==> config.mk <==
export PLATFORM = sky130hd
export DESIGN_NAME = imem_loader
export DESIGN_NICKNAME = d
export VERILOG_FILES = /design/src/rtl/cpu_pkg.sv /design/src/rtl/loader_addr_counter.sv /design/src/rtl/imem_loader.sv
export SDC_FILE = /design/constraint.sdc
export NUM_CORES = 1
export LEC_CHECK = 0
export ABC_AREA = 1
export CORE_MARGIN = 3
export CORE_UTILIZATION = 40
export CTS_CLUSTER_DIAMETER = 40
export DETAILED_ROUTE_END_ITERATION = 8
export PLACE_DENSITY = 0.77
export SLEW_MARGIN = 15
export SYNTH_ARGS = -nofsm -noshare
export SYNTH_HDL_FRONTEND = slang
export SYNTH_SLANG_ARGS = --single-unit
==> constraint.sdc <==
create_clock -name clock -period 3.5 [get_ports clock]
set_input_delay 0.875 -clock clock [delete_from_list [all_inputs] [get_ports clock]]
set_output_delay 0.875 -clock clock [all_outputs]
set_load 0.01 [all_outputs]
==> src/rtl/cpu_pkg.sv <==
// Definitions shared by the CPU and its program loader: halt encoding,
// instruction-memory size and the loader state encoding.
package cpu_pkg;

   localparam logic [15:0] HALT_WORD   = 16'hFFFF;
   localparam int          IMEM_ADDR_W = 10;

   typedef enum logic [2:0] {
      IDLE,
      LOAD,
      FLUSH,
      DONE,
      ERROR
   } loader_state_t;

endpackage

==> src/rtl/loader_addr_counter.sv <==
// Word counter for the program loader: clear, saturating increment,
// terminal-count flag and the matching byte address for the write port.
module loader_addr_counter
   import cpu_pkg::*;
#(
   parameter int ADDR_W = IMEM_ADDR_W
) (
   input  logic              clock,
   input  logic              reset,
   input  logic              clear,
   input  logic              incr,
   output logic [ADDR_W:0]   count,
   output logic [15:0]       byte_addr,
   output logic              terminal
);

   localparam logic [ADDR_W:0] LAST = {1'b0, {ADDR_W{1'b1}}};
   localparam logic [ADDR_W:0] FULL = {1'b1, {ADDR_W{1'b0}}};

   // Saturates at the memory depth so the count can never wrap back to 0
   always_ff @(posedge clock) begin
      if (reset || clear) begin
         count <= '0;
      end else if (incr && (count != FULL)) begin
         count <= count + 1'b1;
      end
   end

   assign byte_addr = 16'({count[ADDR_W-1:0], 1'b0});
   assign terminal  = (count == LAST);

endmodule

==> src/rtl/imem_loader.sv <==
// Fills the CPU instruction memory from a valid/ready word stream and keeps
// the CPU held until the halt word has been written.
module imem_loader
   import cpu_pkg::*;
#(
   parameter int          ADDR_W    = IMEM_ADDR_W,
   parameter logic [15:0] HALT_WORD = cpu_pkg::HALT_WORD
) (
   input  logic              clock,
   input  logic              reset,
   input  logic              start,
   input  logic              in_valid,
   input  logic [15:0]       in_data,
   output logic              in_ready,
   output logic              mem_we,
   output logic [15:0]       mem_addr,
   output logic [15:0]       mem_wdata,
   output logic              cpu_hold,
   output logic              done,
   output logic              overflow,
   output logic [ADDR_W:0]   word_count
);

   loader_state_t state;
   logic          xfer;
   logic          restart;
   logic          terminal;
   logic [15:0]   byte_addr;

   assign in_ready = (state == LOAD);
   assign xfer     = in_valid && in_ready;
   assign restart  = start && ((state == IDLE) || (state == DONE) || (state == ERROR));

   loader_addr_counter #(
      .ADDR_W    (ADDR_W)
   ) u_counter (
      .clock     (clock),
      .reset     (reset),
      .clear     (restart),
      .incr      (xfer),
      .count     (word_count),
      .byte_addr (byte_addr),
      .terminal  (terminal)
   );

   // Reset wins over a pending transfer, so an aborted load never writes
   always_ff @(posedge clock) begin
      if (reset) begin
         state     <= IDLE;
         mem_we    <= 1'b0;
         mem_addr  <= '0;
         mem_wdata <= '0;
         cpu_hold  <= 1'b1;
         done      <= 1'b0;
         overflow  <= 1'b0;
      end else begin
         mem_we <= xfer;
         if (xfer) begin
            mem_addr  <= byte_addr;
            mem_wdata <= in_data;
         end

         case (state)
            IDLE: begin
               if (start) begin
                  state <= LOAD;
               end
            end
            LOAD: begin
               if (xfer) begin
                  if (in_data == HALT_WORD) begin
                     state <= FLUSH;
                  end else if (terminal) begin
                     state    <= ERROR;
                     overflow <= 1'b1;
                  end
               end
            end
            // One spare cycle lets the halt-word write land before release
            FLUSH: begin
               state    <= DONE;
               cpu_hold <= 1'b0;
               done     <= 1'b1;
            end
            DONE: begin
               if (start) begin
                  state    <= LOAD;
                  cpu_hold <= 1'b1;
                  done     <= 1'b0;
               end
            end
            ERROR: begin
               if (start) begin
                  state    <= LOAD;
                  overflow <= 1'b0;
               end
            end
            default: begin
               state <= IDLE;
            end
         endcase
      end
   end

endmodule

# Word level (Yosys, flattened, before mapping)
# Index checks and enable logic that the tools add are counted.
[op_classes]
n_reduce_logical = 13
eq_ne = 14
n_addsub = 1
n_mux = 13
[op_table]
columns = ["operator", "n"]
rows = [
  ["equality test 16 bit, second input constant", 1],
  ["two-way mux 3 bit", 4],
  ["adder 11 x 1 -> 11 bit, second input constant", 1],
  ["equality test 11 x 10 -> 1 bit, second input constant", 1],
  ["inequality test 11 bit, second input constant", 1],
  ["case mux 3 bit (3 select lines)", 1],
  ["equality test 3 x 2 -> 1 bit, second input constant", 2],
  ["inequality test 2 x 1 -> 1 bit, second input constant", 3],
  ["inequality test 2 bit, second input constant", 3],
  ["case mux 1 bit (2 select lines)", 3],
  ["two-way mux 1 bit", 5],
  ["AND reduction 5 bit", 1],
  ["nonzero test 2 bit", 2],
  ["equality test 3 x 1 -> 1 bit, second input constant", 1],
  ["equality test 3 bit, second input constant", 1],
  ["logical AND 1 bit", 3],
  ["zero test 3 bit", 1],
  ["logical OR 1 bit", 3],
  ["inequality test 3 x 1 -> 1 bit, second input constant", 1],
  ["AND reduction 3 bit", 1],
  ["OR reduction 3 bit", 1],
  ["AND reduction 2 bit", 1],
]
[word_totals]
inputBits = 20
ff_bits = 44
output_inout_bits = 48

# Logic depth before layout (Yosys ltp)
# Gate-level depths: netlist (run 1).
[logic_depth]
depth_word = 5
mapped_depth = 9

# Hierarchy
# From an unflattened synthesis (run 1), not the netlist that was laid out.
[unflattened]
cells_unflattened = 343
area_unflattened_um2 = 2387.3
[modules_own_cells]
columns = ["module", "instances", "cells_per_inst", "area_per_inst_um2"]
rows = [
  ["imem_loader", 1, 211, 1536.5],
  ["loader_addr_counter", 1, 132, 850.8],
]

# Worst setup path after synthesis (run 1)
# OpenSTA, ideal clock, no wires.
[synth_timing]
path_kind = "input to register"
start = "in reset"
end = "reg mem_wdata[0]"
setup_slack_ps = 1773
setup_ps = 116
t_arrival_ps = 1611
path_stages = 5
path_buffers = 2
path_cell_list = "clkbuf_1 > inv_1 > clkbuf_1 > o21ai_0 > nor2_1"
[synth_rtl]
columns = ["item", "line", "source"]
rows = [
  ["start, declared", "imem_loader.sv:10", "input logic reset,"],
  ["end signal, assigned", "imem_loader.sv:60", "mem_wdata <= in_data;"],
  ["end, declared", "imem_loader.sv:17", "output logic [15:0] mem_wdata,"],
]

# Worst setup path after layout (run 1)
[layout_timing]
start = "reg state[0]"
end = "out in_ready"
[layout_between]
elab_chain_cells = 1
[layout_rtl]
columns = ["item", "line", "source"]
rows = [
  ["start, declared", "imem_loader.sv:24", "loader_state_t state;"],
  ["start signal, assigned", "imem_loader.sv:49", "state <= IDLE;"],
  ["start signal, assigned", "imem_loader.sv:66", "state <= LOAD;"],
  ["start signal, assigned", "imem_loader.sv:72", "state <= FLUSH;"],
  ["equality test 3 x 1 -> 1 bit", "imem_loader.sv:30", "assign in_ready = (state == LOAD);"],
  ["end, declared", "imem_loader.sv:14", "output logic in_ready,"],
]
# Every way passes these cells.

==> results of run 1 <==
[worst min-delay path, cell delays in order (launching register included)]
cell and delay [ns]:
dfxtp_1 0.32, nand2_1 0.06, a21oi_1 0.05
[per-layer routing]
metal	track usage	vias to the layer above
met5	0	-
met4	0.0616	0
met3	0.0402	4
met2	0.269	67
met1	0.229	846
li1	-	991
[flip-flops by register name, indices dropped and copies added (netlist names)]
register / count
mem_addr: 10
mem_wdata: 16
mem_we: 1
overflow: 1
u_counter.count: 11
state: 3
done: 1
cpu_hold: 1
[cells in the mapped netlist]
cell | count | area (sq um)
dfxtp_1 | 44 | 881
buf_2 | 4 | 20.0
a21boi_0 | 1 | 7.51
nor2_8 | 1 | 20.0
nand2_1 | 47 | 176
nor3_1 | 6 | 30.0
nand4_1 | 5 | 31.3
clkinv_2 | 1 | 5.00
a21oi_4 | 1 | 16.3
o21ai_0 | 29 | 145
inv_2 | 3 | 11.3
nand2_2 | 1 | 6.26
nand3b_1 | 1 | 7.51
a21oi_2 | 1 | 8.76
nand3_1 | 11 | 55.1
o21ai_2 | 2 | 17.5
or2_1 | 1 | 6.26
nor2_4 | 1 | 11.3
xor2_1 | 2 | 17.5
nand2_4 | 1 | 11.3
clkbuf_1 | 4 | 15.0
buf_4 | 7 | 52.6
conb_1 | 1 | 3.75
nor2_1 | 59 | 221
inv_1 | 13 | 48.8
a21oi_1 | 24 | 120
ha_1 | 2 | 25.0
[worst max-delay path by stage]
stage	to	slack, ns	cells past startpoint
after floorplan	mem_wdata[0]$_SDFFE_PP0P_	1.77	5
after global placement	u_counter.count[3]$_SDFFE_PP0P_	0.91	6
after detailed placement	u_counter.count[3]$_SDFFE_PP0P_	0.89	6
after CTS	in_ready	1.06	3
after global routing	in_ready	1.0	3
final	in_ready	1.07	3
[cell families (layout without fill, tap and decap cells)]
| family | Yosys count | after routing | synth area share |
|---|---|---|---|
| xor gates and xnor gates | 2 | 2 | 0.00888 |
| DFF | 44 | 44 | 0.447 |
| buffers and inverters | 32 | 86 | 0.0774 |
| AOI/OAI and AO/OA | 58 | 58 | 0.160 |
| and+or+nand+nor | 134 | 134 | 0.293 |
| adders and majority gates | 2 | 2 | 0.0127 |
| other | 1 | 6 | 0.00190 |
[power groups by stage]
stage                     logic (uW)  clock network (uW)  registers, uW
final                            319                 410            580
after global routing             354                 437            586
after CTS                        320                 418            581
after detailed placement         318                   0            592
after global placement           313                   0            591
after floorplan                  162                   0            609
[stage by stage]
step	instance area [sq um]	hold slack, ns	cells	util
global route	2720	0.479	397	0.595
detailed placement	2590	0.454	389	0.569
global placement	2590	0.444	389	0.569
finish	2720	0.465	397	0.595
CTS	2720	0.470	397	0.595
floorplan	1990	0.476	278	-
[area by class of cell]
| cell class | instances | area share |
|---|---|---|
| inverters | 17 | 0.0240 |
| flip-flops and latches | 44 | 0.324 |
| repair buffers | 61 | 0.225 |
| well taps | 65 | 0.0299 |
| clock buffers | 6 | 0.0304 |
| multi-input cells | 202 | 0.352 |
| clock inverters | 2 | 0.0143 |
==> results_dict.tcl, run 1 <==
set metrics [dict create \
    coreArea_sq_um 4560 \
    pwr-share-seq 0.443 \
    gp_congestion 0.842 \
    whs_endpoint "done$_SDFFE_PP0P_" \
    wire_per_inst_microns 12.5 \
    startpoint "state[0]$_SDFFE_PP0P_" \
    dpl.hpwl_microns 3580 \
    slew_violations 0 \
    final_nets 353 \
    crit_required_ns 2.62 \
    cpMaxStageDelayCell "clkdlybuf4s50_1" \
    drive_above_1_share 0.0602 \
    hold_class "reg2reg" \
    rr_startpoint "state[1]$_SDFFE_PP0P_" \
    cts-root-buf "clkbuf_8" \
    ios 68 \
    wl_met3_microns 327 \
    drv_cap 0 \
    ir_worst_vdd_uv 307 \
    route.met2.wl_microns 2270 \
    cts_hold_buf 0 \
    yosys_warnings 0 \
    min_from "done$_SDFFE_PP0P_" \
    clock_sinks 44 \
    dieWidth_microns 76.2 \
    setup_viol 0 \
    p_int_uw 933 \
    postCtsSetupBuffers 0 \
    cts.repair.resized 0 \
    post-place-ws_ns 0.888 \
    clockPowerShare 0.313 \
    num_antenna_cells 0 \
    multiInputGateArea_sq_um 957 \
    mostFrequentLayoutCells "clkdlybuf4s50_1 (61), nor2_1 (59), nand2_1 (47), dfxtp_1 (44), o21ai_0 (29)" \
    cts_buffers 5 \
    maxUsedRoutingLayer "met4" \
    synth-seq-area-share 0.447 \
    crit_chain "nand2_2 -> nor2_8 -> clkdlybuf4s50_1" \
    fin_crit_ns 2.43 \
    grt_pass1_vias 1756 \
    syn_area_sq_um 1970 \
    rsz0062_at_grt "false" \
    synth.avg_cell_area_sq_um 7.22 \
    hold_violations 0 \
    final.setup.worst_slack_ns 1.07 \
    postRouteAntennaNets 0 \
    r2r-end "u_counter.count[4]$_SDFFE_PP0P_" \
    tightest_slew_ns 0.629 \
    grt_pass1_wl_microns 8220 \
    rows 24 \
    drt-vias-per-instance 4.81 \
    synth_cell_types 27 \
    max_freq_mhz 411 \
    portBuffers 61 \
    wirelength_microns 4970 \
    power_uw 1310 \
    synth_cells 273 \
    start_util 0.432 \
    grt_max_degree 37 \
    synth_seq_cells 44 \
    worst-setup-path-type "reg2out" \
    antenna_found_initial 0 \
    die-area_sq_um 5810 \
    relSlewSlack 0.581 \
    switching_share 0.287 \
    drt-met1-wl_microns 2340 \
    fin_worst_skew_ns 0.00378 \
    crit_fanout 5 \
    syn2layout_area_growth_pct 37.8 \
    clk_latency_ns 0.30 \
    dr.pass1.iters 4 \
    fillCellCount 440 \
    rr_worst_depth 9 \
    clk_pin_slew_ns 0.08 \
    period_share 0.694 \
    setup_tns_ns 0 \
    worstSetupStartpointType "flip-flop" \
    num_vias 1908 \
    critical-path-top-delay-family "buffers and inverters" \
    regArea_sq_um 881 \
    worst_path_largest_cell_delay_ns 0.55 \
    h-tree-depth 2 \
    power_density_nw_per_um2 482 \
    cts_max_path_buffers 2 \
    grt.overflow.total 0 \
    power_switching_uw 375 \
    path_buf_inv 1 \
    cp.arrival_ns 1.56 \
    die_height_microns 76.2 \
    cts_tree "done" \
    drc 0 \
    status "completed" \
    holdPathStages 2 \
    end_kind "output pin" \
    drtIter0Drc 119 \
    track_usage 0.171 \
    r2r_setup_slack_ns 1.61 \
    combPwrFrac 0.244 \
    static-leakage-power_uw 0.000964 \
    layout.cells.most_common "clkdlybuf4s50_1" \
]
(Power assumes the default switching activity.)
==> inputs of run 2 (changes only) <==
PLACE_DENSITY = 0.8   (was 0.77)
clock period = 2.1 ns   (was 3.5 ns; I/O delays follow)
==> run 2 against run 1 <==
Die area did not move. Cell area grew 1.5%. Combinational power up 73%.
==> results_dict.tcl, run 2 (synthesis gave the netlist of run 1 again) <==
set metrics [dict create \
    switching_share 0.297 \
    setup_viol 0 \
    dieWidth_microns 76.2 \
    cts_tree "done" \
    cts_max_path_buffers 2 \
    mostFrequentLayoutCells "clkdlybuf4s50_1 (60), nor2_1 (59), nand2_1 (47), dfxtp_1 (43), o21ai_0 (29)" \
    place_inst 393 \
    ir_worst_vdd_uv 384 \
    power_switching_uw 651 \
    power_uw 2190 \
    coreArea_sq_um 4560 \
    setup_tns_ns 0 \
    die-area_sq_um 5810 \
    critical-path-top-delay-family "buffers and inverters" \
    final_nets 357 \
    grt_pass1_vias 1771 \
    holdWs_ns 0.469 \
    drtIter0Drc 104 \
    cpMaxStageDelayCell "clkdlybuf4s50_1" \
    p_int_uw 1540 \
    hold_violations 0 \
    largestRegisters "mem_wdata (16), u_counter.count (11), mem_addr (10)" \
    cts_buffers 5 \
    clk_pin_slew_ns 0.09 \
    fillCellCount 434 \
    clk_latency_ns 0.31 \
    rsz0062_at_grt "false" \
    postCtsSetupBuffers 0 \
    h-tree-depth 2 \
    grt_max_degree 28 \
    die_height_microns 76.2 \
    postRouteAntennaNets 0 \
    worst_path_largest_cell_delay_ns 0.59 \
    fin_crit_ns 1.91 \
    fin_worst_skew_ns 0.00640 \
    grt_pass1_wl_microns 8170 \
    drc 0 \
    portBuffers 61 \
    drv_cap 0 \
    drt-vias-per-instance 4.92 \
    num_antenna_cells 0 \
    final.setup.worst_slack_ns 0.193 \
    clock_sinks 44 \
    worstSetupStartpointType "flip-flop" \
    max_freq_mhz 524 \
    wire_per_inst_microns 12.3 \
    static-leakage-power_uw 0.000994 \
    largest_register "mem_wdata" \
    start_util 0.432 \
    end_kind "output pin" \
    cts-root-buf "clkbuf_8" \
    crit_chain "clkdlybuf4s50_1" \
    status "completed" \
    power_density_nw_per_um2 796 \
    path_buf_inv 1 \
    num_vias 1974 \
    clockPowerShare 0.308 \
    period_share 0.908 \
    fin_cells 401 \
    slew_violations 0 \
    rows 24 \
    pwr-share-seq 0.440 \
    wirelength_microns 4910 \
    drive_above_1_share 0.0744 \
    cp.arrival_ns 1.38 \
    grt.overflow.total 0 \
    cts_hold_buf 0 \
    layout.cells.most_common "clkdlybuf4s50_1" \
    crit_fanout 8 \
    hold_class "reg2reg" \
    worst-setup-path-type "reg2out" \
    dr.pass1.iters 4 \
    syn2layout_area_growth_pct 39.8 \
    dpl.hpwl_microns 3580 \
    ios 68 \
    track_usage 0.170 \
    gp_congestion 0.834 \
    combPwrFrac 0.252 \
    largest_register_ffs 16 \
    crit_required_ns 1.57 \
    post-place-ws_ns 0.153 \
    antenna_found_initial 0 \
]
==> run 2: layer usage <==
metal,vias up,wire (microns),global-route usage
met2,80,2210,0.268
met4,0,85,0.0652
met3,9,361,0.0508
met5,-,0,0
li1,1000,-,-
met1,885,2260,0.217
==> run 2: final cells by class <==
type                            count  area (sq um)  area share
Multi-Input combinational cell    202           957       0.347
Sequential cell                    44           882       0.320
Timing Repair Buffer               65           656       0.238
Tap cell                           65          81.3      0.0295
Clock buffer                        5          68.8      0.0250
Inverter                           17          65.1      0.0236
Clock inverter                      3          46.3      0.0168
==> run 2: per-stage QoR <==
stage / cell area [sq um] / util
2_1_floorplan: 1990 / -
3_3_place_gp: 2640 / 0.578
3_5_place_dp: 2640 / 0.578
4_1_cts: 2750 / 0.603
5_1_grt: 2760 / 0.604
6_report: 2760 / 0.604
==> run 2: final timing paths <==
kind	startpoint	endpoint	slack, ns	cells after the start
setup / recovery	u_counter.count[7]$_SDFFE_PP0P_	word_count[7]	0.19	1
hold / removal	cpu_hold$_SDFFE_PP1P_	cpu_hold$_SDFFE_PP1P_	0.47	2
setup reg to reg	u_counter.count[0]$_SDFFE_PP0P_	state[1]$_SDFFE_PP0P_	0.50	8
hold reg to reg	cpu_hold$_SDFFE_PP1P_	cpu_hold$_SDFFE_PP1P_	0.47	2
==> run 2: repair_timing <==
action	CTS	global route
gates resized for setup	1	1
hold endpoints to repair	0	0
pin swaps	0	0
setup endpoints to repair	1	1
==> run 2: power by group through the flow <==
stage | logic [uW] | registers, uW | clock network (uW)
2_1_floorplan | 270 | 1020 | 0
3_3_place_gp | 546 | 982 | 0
3_5_place_dp | 552 | 985 | 0
4_1_cts | 558 | 968 | 684
5_1_grt | 612 | 977 | 722
6_report | 553 | 966 | 675
==> inputs of run 3 (changes only) <==
CORE_MARGIN = 10   (was 3)
==> run 3 against run 2 <==
Setup slack worse by 0.0013 ns. Critical path depth unchanged. Hold slack better by 0.0020 ns. First-iteration DRC count down 38%. Routed wire length up 9.4%. Critical path type unchanged. Maximum frequency about the same.
==> results_dict.tcl, run 3 (synthesis gave the netlist of run 1 again) <==
set metrics [dict create \
    rr_worst_depth 7 \
    slew_violations 0 \
    cts-root-buf "clkbuf_8" \
    use_met3 0.0515 \
    max_freq_mhz 524 \
    drt-vias-per-instance 4.85 \
    num_vias 1959 \
    fillCellCount 452 \
    end_kind "output pin" \
    r2r_setup_slack_ns 0.54 \
    crit_chain "clkdlybuf4s50_1" \
    crit_required_ns 1.57 \
    clockPowerShare 0.297 \
    place_inst 396 \
    crit_cells 1 \
    fin_worst_skew_ns 0.00421 \
    pwr-share-seq 0.449 \
    static-leakage-power_uw 0.000996 \
    drtIter0Drc 65 \
    wirelength_microns 5380 \
    largest_register_ffs 16 \
    largestRegisters "mem_wdata (16), u_counter.count (11), mem_addr (10)" \
    antenna_found_initial 0 \
    dpl.hpwl_microns 4100 \
    postRouteAntennaNets 0 \
    grt_pass1_vias 1844 \
    setup_viol 0 \
    cts_tree "done" \
    drv_cap 0 \
    grt_use_met1 0.148 \
    fin_crit_ns 1.91 \
    h-tree-depth 2 \
    clk_pin_slew_ns 0.08 \
    endpoint "word_count[7]" \
    setup_tns_ns 0 \
    die-area_sq_um 8140 \
    hold_class "reg2reg" \
    mostFrequentLayoutCells "clkdlybuf4s50_1 (60), nor2_1 (59), nand2_1 (47), dfxtp_1 (43), o21ai_0 (29)" \
    coreArea_sq_um 4750 \
    start_util 0.415 \
    crit_fanout 8 \
    cp.arrival_ns 1.38 \
    worst-setup-path-type "reg2out" \
    grt.overflow.total 0 \
    hold_violations 0 \
    die_height_microns 90.2 \
    grt_max_degree 22 \
    dr.pass1.iters 4 \
    startpoint "u_counter.count[7]$_SDFFE_PP0P_" \
    grt_pass1_wl_microns 8800 \
    cts_buffers 5 \
    num_antenna_cells 0 \
    switching_share 0.289 \
    post-place-ws_ns 0.120 \
    fin_cells 404 \
    cpMaxStageDelayCell "clkdlybuf4s50_1" \
    p_int_uw 1530 \
    gp_congestion 0.830 \
    rsz0062_at_grt "false" \
    wire_per_inst_microns 13.3 \
    drive_above_1_share 0.0742 \
    ios 68 \
    dpl_cell_area_sq_um 2640 \
    final_nets 358 \
    r2r-end "u_counter.count[10]$_SDFFE_PP0P_" \
    clk_latency_ns 0.30 \
    dieWidth_microns 90.2 \
    critical-path-top-delay-family "buffers and inverters" \
    syn2layout_area_growth_pct 39.3 \
    portBuffers 61 \
    combPwrFrac 0.254 \
    grt_use_met2 0.213 \
    worst_path_largest_cell_delay_ns 0.60 \
    power_switching_uw 623 \
    fin_area_sq_um 2750 \
    clock_sinks 44 \
    largest_register "mem_wdata" \
    cts_hold_buf 0 \
    rr_startpoint "u_counter.count[0]$_SDFFE_PP0P_" \
    rows 25 \
    layout.cells.most_common "clkdlybuf4s50_1" \
    period_share 0.909 \
    drc 0 \
    track_usage 0.130 \
    grt-busiest-layer "met2" \
    ir_worst_vdd_uv 471 \
    worstSetupStartpointType "flip-flop" \
    cts_max_path_buffers 2 \
    power_density_nw_per_um2 784 \
    final.setup.worst_slack_ns 0.192 \
    path_buf_inv 1 \
    status "completed" \
]
-- run 3: area by class of cell --
class | instances | area, sq um | area share
Multi-Input combinational cell | 202 | 957 | 0.349
Sequential cell | 44 | 882 | 0.321
Inverter | 17 | 65.1 | 0.0237
Timing Repair Buffer | 66 | 651 | 0.237
Clock buffer | 6 | 72.6 | 0.0264
Tap cell | 67 | 83.8 | 0.0305
Clock inverter | 2 | 35.0 | 0.0128
-- run 3: repair_timing --
action | CTS | global route
buffers inserted | 0 | 0
hold endpoints to repair | 0 | 0
gates resized for setup | 0 | 2
setup endpoints to repair | 0 | 1
-- run 3: worst min-delay path by stage --
stage | startpoint | endpoint | cells past startpoint
2_1_floorplan | state[1]$_SDFFE_PP0P_ | state[1]$_SDFFE_PP0P_ | 2
3_3_place_gp | cpu_hold$_SDFFE_PP1P_ | cpu_hold$_SDFFE_PP1P_ | 2
3_5_place_dp | done$_SDFFE_PP0P_ | done$_SDFFE_PP0P_ | 2
4_1_cts | done$_SDFFE_PP0P_ | done$_SDFFE_PP0P_ | 2
5_1_grt | overflow$_SDFFE_PP0P_ | overflow$_SDFFE_PP0P_ | 2
6_report | mem_addr[4]$_SDFFE_PP0P_ | mem_addr[4]$_SDFFE_PP0P_ | 2
-- run 3: layer usage --
layer / up-vias / routed length [microns]
li1: 1005 / -
met1: 890 / 2310
met2: 54 / 2530
met3: 10 / 417
met4: 0 / 112
met5: - / 0
-- run 3: power by group through the flow --
stage	clock network (uW)	logic, uW	registers (uW)
global placement	0	540	983
detailed placement	0	549	985
floorplan	0	270	1020
finish	640	547	966
CTS	656	552	966
global route	694	605	980
-- run 3: metrics by stage --
stage / utilization / total power (uW) / hold WS (ns)
6_report: 0.578 / 2150 / 0.471
5_1_grt: 0.578 / 2280 / 0.505
4_1_cts: 0.577 / 2170 / 0.463
3_5_place_dp: 0.554 / 1530 / 0.452
3_3_place_gp: 0.554 / 1520 / 0.443
2_1_floorplan: - / 1290 / 0.476
